[config.mk]
export PLATFORM = sky130hd
export DESIGN_NAME = core_if
export DESIGN_NICKNAME = d
export VERILOG_FILES = /design/src/rtl/core_if.sv
export SDC_FILE = /design/constraint.sdc
export NUM_CORES = 1
export LEC_CHECK = 0
export CORE_MARGIN = 1
export CORE_UTILIZATION = 68
export CTS_CLUSTER_SIZE = 16
export DETAILED_ROUTE_END_ITERATION = 10
export DONT_BUFFER_PORTS = 1
export HOLD_SLACK_MARGIN = 0.06
export PLACE_DENSITY = 0.84
export SLEW_MARGIN = 10
export SYNTH_ARGS = -nofsm -noshare
export SYNTH_HDL_FRONTEND = slang
export SYNTH_SLANG_ARGS = --single-unit
export TNS_END_PERCENT = 50
[constraint.sdc]
create_clock -name clk -period 11.1 [get_ports clk]
set_input_delay 1.11 -clock clk [delete_from_list [all_inputs] [get_ports clk]]
set_output_delay 1.11 -clock clk [all_outputs]
set_load 0.02 [all_outputs]
[src/rtl/core_if.sv]
// rtl/core_if.sv - instruction fetch stage: owns the fetch PC, one fetch in flight, small buffer to decode
module core_if #(
    parameter logic [31:0] RESET_PC   = 32'h0000_0000,
    parameter int          FIFO_DEPTH = 2
) (
    input  logic        clk,
    input  logic        rst,
    output logic        imem_req,
    output logic [31:0] imem_addr,
    input  logic        imem_gnt,
    input  logic        imem_rvalid,
    input  logic [31:0] imem_rdata,
    input  logic        imem_err,
    input  logic        redirect_valid,
    input  logic [31:0] redirect_pc,
    input  logic        id_halt,
    output logic [31:0] if_pc,
    output logic [31:0] if_instr,
    output logic        if_valid,
    output logic        if_err
);

    localparam int          AW         = (FIFO_DEPTH > 1) ? $clog2(FIFO_DEPTH) : 1;
    localparam int          CW         = AW + 1;
    localparam logic [5:0]  OPCODE_NOP = 6'h00;
    localparam logic [31:0] NOP_INSTR  = {OPCODE_NOP, 26'd0};

    logic [31:0]   r_pc_fetch;
    logic [31:0]   r_req_pc;
    logic          r_outstanding;
    logic          r_discard;
    logic          r_boot;
    logic [CW-1:0] r_count;
    logic [AW-1:0] r_rd_ptr;
    logic [AW-1:0] r_wr_ptr;
    logic [31:0]   r_fifo_pc    [FIFO_DEPTH];
    logic [31:0]   r_fifo_instr [FIFO_DEPTH];
    logic          r_fifo_err   [FIFO_DEPTH];

    logic          w_has_head;
    logic          w_pop;
    logic          w_grant;
    logic          w_resp;
    logic          w_push;
    logic [CW:0]   w_level;
    logic          w_unused_bits;

    assign w_unused_bits = ^redirect_pc[1:0];

    assign w_has_head = (r_count != '0);
    assign if_valid   = w_has_head && !rst;
    assign w_pop      = if_valid && !id_halt;

    // Occupancy after this cycle, counting the in-flight fetch as already holding a slot.
    assign w_level  = {1'b0, r_count} + (CW+1)'(r_outstanding) - (CW+1)'(w_pop);
    assign imem_req = !rst && !r_boot && !redirect_valid
                    && (!r_outstanding || imem_rvalid)
                    && (w_level < (CW+1)'(FIFO_DEPTH));
    assign imem_addr = r_pc_fetch;

    assign w_grant = imem_req && imem_gnt;
    assign w_resp  = imem_rvalid && r_outstanding;
    assign w_push  = w_resp && !r_discard && !redirect_valid;

    assign if_pc    = rst ? RESET_PC : (w_has_head ? r_fifo_pc[r_rd_ptr] : r_pc_fetch);
    assign if_instr = if_valid ? r_fifo_instr[r_rd_ptr] : NOP_INSTR;
    assign if_err   = if_valid && r_fifo_err[r_rd_ptr];

    always_ff @(posedge clk) begin
        if (rst) begin
            r_pc_fetch    <= RESET_PC;
            r_req_pc      <= RESET_PC;
            r_outstanding <= 1'b0;
            r_discard     <= 1'b0;
            r_boot        <= 1'b1;
            r_count       <= '0;
            r_rd_ptr      <= '0;
            r_wr_ptr      <= '0;
        end else begin
            r_boot <= 1'b0;
            if (redirect_valid) begin
                // A fetch still in flight must be swallowed when it eventually returns.
                r_count       <= '0;
                r_rd_ptr      <= '0;
                r_wr_ptr      <= '0;
                r_pc_fetch    <= {redirect_pc[31:2], 2'b00};
                r_outstanding <= r_outstanding && !imem_rvalid;
                r_discard     <= r_outstanding && !imem_rvalid;
            end else begin
                if (w_grant) begin
                    r_pc_fetch    <= r_pc_fetch + 32'd4;
                    r_req_pc      <= r_pc_fetch;
                    r_outstanding <= 1'b1;
                end else if (w_resp) begin
                    r_outstanding <= 1'b0;
                end
                if (w_resp) begin
                    r_discard <= 1'b0;
                end
                if (w_push) begin
                    r_fifo_pc[r_wr_ptr]    <= r_req_pc;
                    r_fifo_instr[r_wr_ptr] <= imem_rdata;
                    r_fifo_err[r_wr_ptr]   <= imem_err;
                    r_wr_ptr               <= r_wr_ptr + AW'(1);
                end
                if (w_pop) begin
                    r_rd_ptr <= r_rd_ptr + AW'(1);
                end
                r_count <= r_count + CW'(w_push) - CW'(w_pop);
            end
        end
    end

endmodule
# == Yosys cells after proc, flatten, opt, wreduce, memory -nomap -nowiden ==
# Memories as Yosys holds them, arrays and structs flattened. A register that Yosys moved wholly into a read port is not among the register bits.
# Index checks and enable logic that the tools add are counted.
# word_totals
reg_bits,71
ram_bits,130
elab_cells,67
memories,3
# classes
addsub,7
n_lt_le_gt_ge,1
mux,20
bitwise,1
reduce_logical,26
# mem_list
name,depth,width,read_ports,rd_clocked_by_memory_dff,write_ports,line_no,source
r_fifo_instr,2,32,1,1,1,37,logic [31:0] r_fifo_instr [FIFO_DEPTH];
r_fifo_pc,2,32,1,1,1,36,logic [31:0] r_fifo_pc [FIFO_DEPTH];
r_fifo_err,2,1,1,1,1,38,logic r_fifo_err [FIFO_DEPTH];
# op_table
operator,count
2-to-1 mux 32 bit,5
"adder 32 x 3 -> 32 bit, second input constant",1
2-to-1 mux 1 bit,15
logical AND 1 bit,12
zero test 1 bit,7
nonzero test 2 bit,3
adder 2 x 1 -> 3 bit,1
"< comparator 3 x 2 -> 1 bit, second input constant",1
nonzero test 3 bit,1
subtractor 3 x 1 -> 3 bit,1
"adder 1 bit, second input constant",2
adder 2 x 1 -> 2 bit,1
AND reduction 2 bit,1
OR reduction 2 bit,1
subtractor 2 x 1 -> 2 bit,1
logical OR 1 bit,1
inverter 1 bit,1

# == Logic depth before layout (Yosys ltp) ==
# depth
ltp_word,9
ltp_mapped,13
depth_no_buf,10

# == Worst setup path after synthesis ==
# Ideal clock, no wire load.
# synth_timing
path_kind,input to register
startpoint,in rst
endpoint,mem r_fifo_err[1] (enable)
setup_time_ps,575
t_arrival_ps,6171
t_required_ps,10525
slack_ps,4355
stages,3
path_buffers,2
path_cell_list,clkbuf_1 -> clkbuf_1 -> nor3b_1
# synth_between
elab_chain_len,2
# synth_rtl
item,line_no,source
from (decl),7,"input logic rst,"
2-to-1 mux 1 bit,70,if (rst) begin
2-to-1 mux 1 bit (implied by the code),103,r_fifo_err[r_wr_ptr] <= imem_err;
to (decl),38,
# Every way passes these cells.

# == Final worst setup path ==
# layout_timing
startpoint,in rst
endpoint,out imem_req
# layout_between
elab_chain_len,6
word_cells_on_any_way,9
# layout_rtl
item,line_no,source
zero test 1 bit *,"51, 56",
logical AND 1 bit,51,assign if_valid = w_has_head && !rst;
logical AND 1 bit,52,assign w_pop = if_valid && !id_halt;
subtractor 3 x 1 -> 3 bit,55,"assign w_level = {1'b0, r_count} + (CW+1)'(r_outstanding) - (CW+1)'(w_pop);"
< comparator 3 x 2 -> 1 bit,58,&& (w_level < (CW+1)'(FIFO_DEPTH));
logical AND 1 bit *,58,
to (decl),8,"output logic imem_req,"
# Every way passes the cells marked *; elsewhere a longest branch is shown, timed or not.

==> out/metrics.csv <==
stage;metric;value;unit
yosys;EDFF count, synth;126;
timing;RSZ-0062 raised after global routing;no;
timing;Final Critical Period;4.28;ns
cts;CTS tree;done;
cts;# clock sinks;194;
global_route;vias in the first global route;5473;
die;Die Span Y;112;um
die;Die W;112;um
global_route;antenna violations before repair;0;
yosys;Seq/Total Area, Yosys;0.630;
yosys;Commonest cells post-synth;edfxtp_1 (126), nand2_1 (112), dfxtp_1 (68);
worst_setup_path;worst path arrival time;3.17;ns
yosys;Synth area leader;edfxtp_1;
timing;total negative slack;0;ns
yosys;Synth cell types;61;
place;Placed Cells incl. Taps;817;
timing;worst relative slew slack;0.243;
worst_hold_path;Hold Crit Class;reg -> reg;
detailed_routing;DRT iter0 DRCs;583;
run_status;failing checks;DRC;
detailed_routing;via count;5453;
final_layout;layout cell share with drive strength beyond 1;0.0765;
worst_setup_path;Startpoint Class;input pin;
worst_setup_path;crit path buf inv count;0;
die;# IOs;170;
timing;highest clock rate;234;MHz
power_and_ir_drop;peak supply drop;0.109;mV
yosys;commonest register cell after synthesis;edfxtp_1;
detailed_routing;via density per instance;6.42;
worst_setup_path;Worst setup EP type;output port;
worst_setup_path;CP required;9.99;ns
place;Detail Placement HPWL;10.9;mm
yosys;Area contributors post-synth;edfxtp_1 (46%), dfxtp_1 (17%), mux2i_1 (7.8%), nand2_1 (5.1%), a21oi_1 (2.8%);
yosys;synthesized area per cell;11.4;um^2
die;starting density of the core;0.706;
power_and_ir_drop;Power Density;172;nW/um^2
final_layout;ant diodes;0;
detailed_routing;router iterations before antenna repair;10;
worst_setup_path;crit path kind;in -> out;
yosys;FF+latch count, synth;194;
timing;Final setup viols;0;
cts;Skew-Pair Late Insertion Delay;0.43;ns
worst_setup_path;Slowest cell on crit path;nor4b_1;
final_layout;final std cells w/o fill;849;
cts;Max clock buf depth;2;
place;port buffer count;0;
timing;final hold vios;0;
worst_setup_path;Worst path top cell family by delay;simple AND/OR/NAND/NOR gates;
cts;CTS H-tree lvls;4;
yosys;Yosys top cell area share;0.463;
cts;Reg clk slew, reported paths;0.07;ns
worst_setup_path;slowest cell delay on critical path;0.86;ns
worst_setup_path;CP Cell Sequence;o21bai_4 -> nor3_1 -> o21ai_0 -> fa_1 -> xor2_1 -> nor4b_1;
global_route;Global Route Usage Sum;0.297;
power_and_ir_drop;Leak;2.80;nW
global_route;grt ovf;0;
yosys;most common cell in the netlist;edfxtp_1;
timing;fin. max-slew vios;0;
detailed_routing;DRC viols;14;
timing;clk_skew;0.0104;ns
yosys;Netlist Area Pre-Place;8170;um^2
detailed_routing;post-DR wirelength/cell;21.0;um
cts;Setup Buffers After CTS;0;
timing;fin crit share;0.386;
run_status;status;complete, but fails checks;
global_route;first-pass GRT wire length;28.2;mm
flow_run;Max Cap Violations;0;
detailed_routing;DRT antenna net count;0;
detailed_routing;WL final;17.8;mm
yosys;async set-reset flop share out of synthesis;0;
timing;Worst-Margin Slew;1.13;ns
place;RD Place Congestion;0.794;
cts;clk root buf;clkbuf_16;
cts;total CTS buffers;17;
yosys;YS warnings;0;
worst_setup_path;critical path fanouts, max;71;
final_layout;Nets;767;
global_route;largest net degree at the start of global routing;72;
die;# rows;39;
cts;# hold bufs at CTS;0;
die;Core Area;11600;um^2
final_layout;Layout area overhead;9.01;%
die;DIE AREA;12500;um^2
cts;number of gates resized after cts;0;
yosys;Post-Syn Instances;717;
-- final timing paths --
kind                                endpoint  slack, ns  cells after the start                 startpoint
hold / removal    r_fifo_pc[0][11]$_DFFE_PP_       0.45                      0  r_req_pc[11]$_SDFFE_PP0P_
setup reg to reg  imem_addr[24]$_SDFFE_PP0P_       7.71                      8      r_count[1]$_SDFF_PP0_
hold reg to reg   r_fifo_pc[0][11]$_DFFE_PP_       0.45                      0  r_req_pc[11]$_SDFFE_PP0P_
setup / recovery                    imem_req       6.82                      6                        rst
-- registers in the layout, summed over array words and instances, names as in the netlist, named ones only --
signal,flops
r_wr_ptr,1
imem_addr,30
r_outstanding,1
r_boot,1
r_fifo_err,2
r_discard,1
r_req_pc,30
r_fifo_instr,64
r_rd_ptr,1
r_count,2
r_fifo_pc,60
-- report_power, final --
| group | switching (mW) | internal (mW) |
|---|---|---|
| combinational | 0.0274 | 0.0135 |
| clock | 0.258 | 0.431 |
| sequential | 0.0259 | 0.773 |
| total | 0.311 | 1.22 |
-- cell families (layout without fill, tap and decap cells) --
family / count (synthesis) / in the layout / share of synthesized area
flops: 194 / 194 / 0.630
mux: 68 / 68 / 0.0839
fa+ha+maj: 3 / 3 / 0.00551
compound gates: 128 / 128 / 0.0934
buf+inv: 61 / 47 / 0.0326
xor+xnor: 10 / 10 / 0.0107
simple gates: 252 / 252 / 0.143
other cells: 1 / 4 / 0.000459
-- metrics by stage --
step                      area (um^2)  hold WS [ns]  total power, mW  utilization  setup WS, ns
after global routing             8900         0.462             1.56        0.770          6.65
after floorplan                  8180         0.425            0.848            -          4.35
after global placement           8210         0.429            0.852        0.710          6.88
final                            8900         0.449             1.53        0.770          6.82
after CTS                        8900         0.450             1.53        0.770          6.79
after detailed placement         8210         0.437            0.855        0.710          6.78
-- layer usage --
| metal | vias up | global-route usage | routed length, um |
|---|---|---|---|
| met3 | 33 | 0.0817 | 1630 |
| met2 | 274 | 0.510 | 8930 |
| met5 | - | 0 | 0 |
| met4 | 0 | 0.119 | 376 |
| met1 | 2605 | 0.355 | 6880 |
| li1 | 2541 | - | - |
-- cell type report --
class,instances,area (um^2)
fill,723,2660
clock buffer,23,532
multi-input combinational,465,2800
tap,143,179
timing repair buffer,7,52.6
sequential,194,5150
inverter,8,30.0
clock inverter,9,159
-- placed cells by master (no fill, tap or decap), types with 6 or more instances in the layout --
cell,count
a31oi_1,12
clkbuf_16,20
mux2i_1,64
and2_1,6
nand4_1,13
edfxtp_1,126
and3_1,7
nor3_1,13
a21oi_1,46
nand3_1,19
nand2_1,112
nor2_1,54
dfxtp_1,67
inv_1,8
o21ai_0,42
buf_4,7
-- worst register-to-register path, delay by kind of cell, from the launching register on --
family	cells	cell delay, ns
adders and majority gates	1	0.39
AOI/OAI and AO/OA	3	0.46
xor gates and xnor gates	1	0.20
DFF	1	0.53
and+or+nand+nor	3	1.73
No activity file was read; power rests on OpenSTA's default activity.
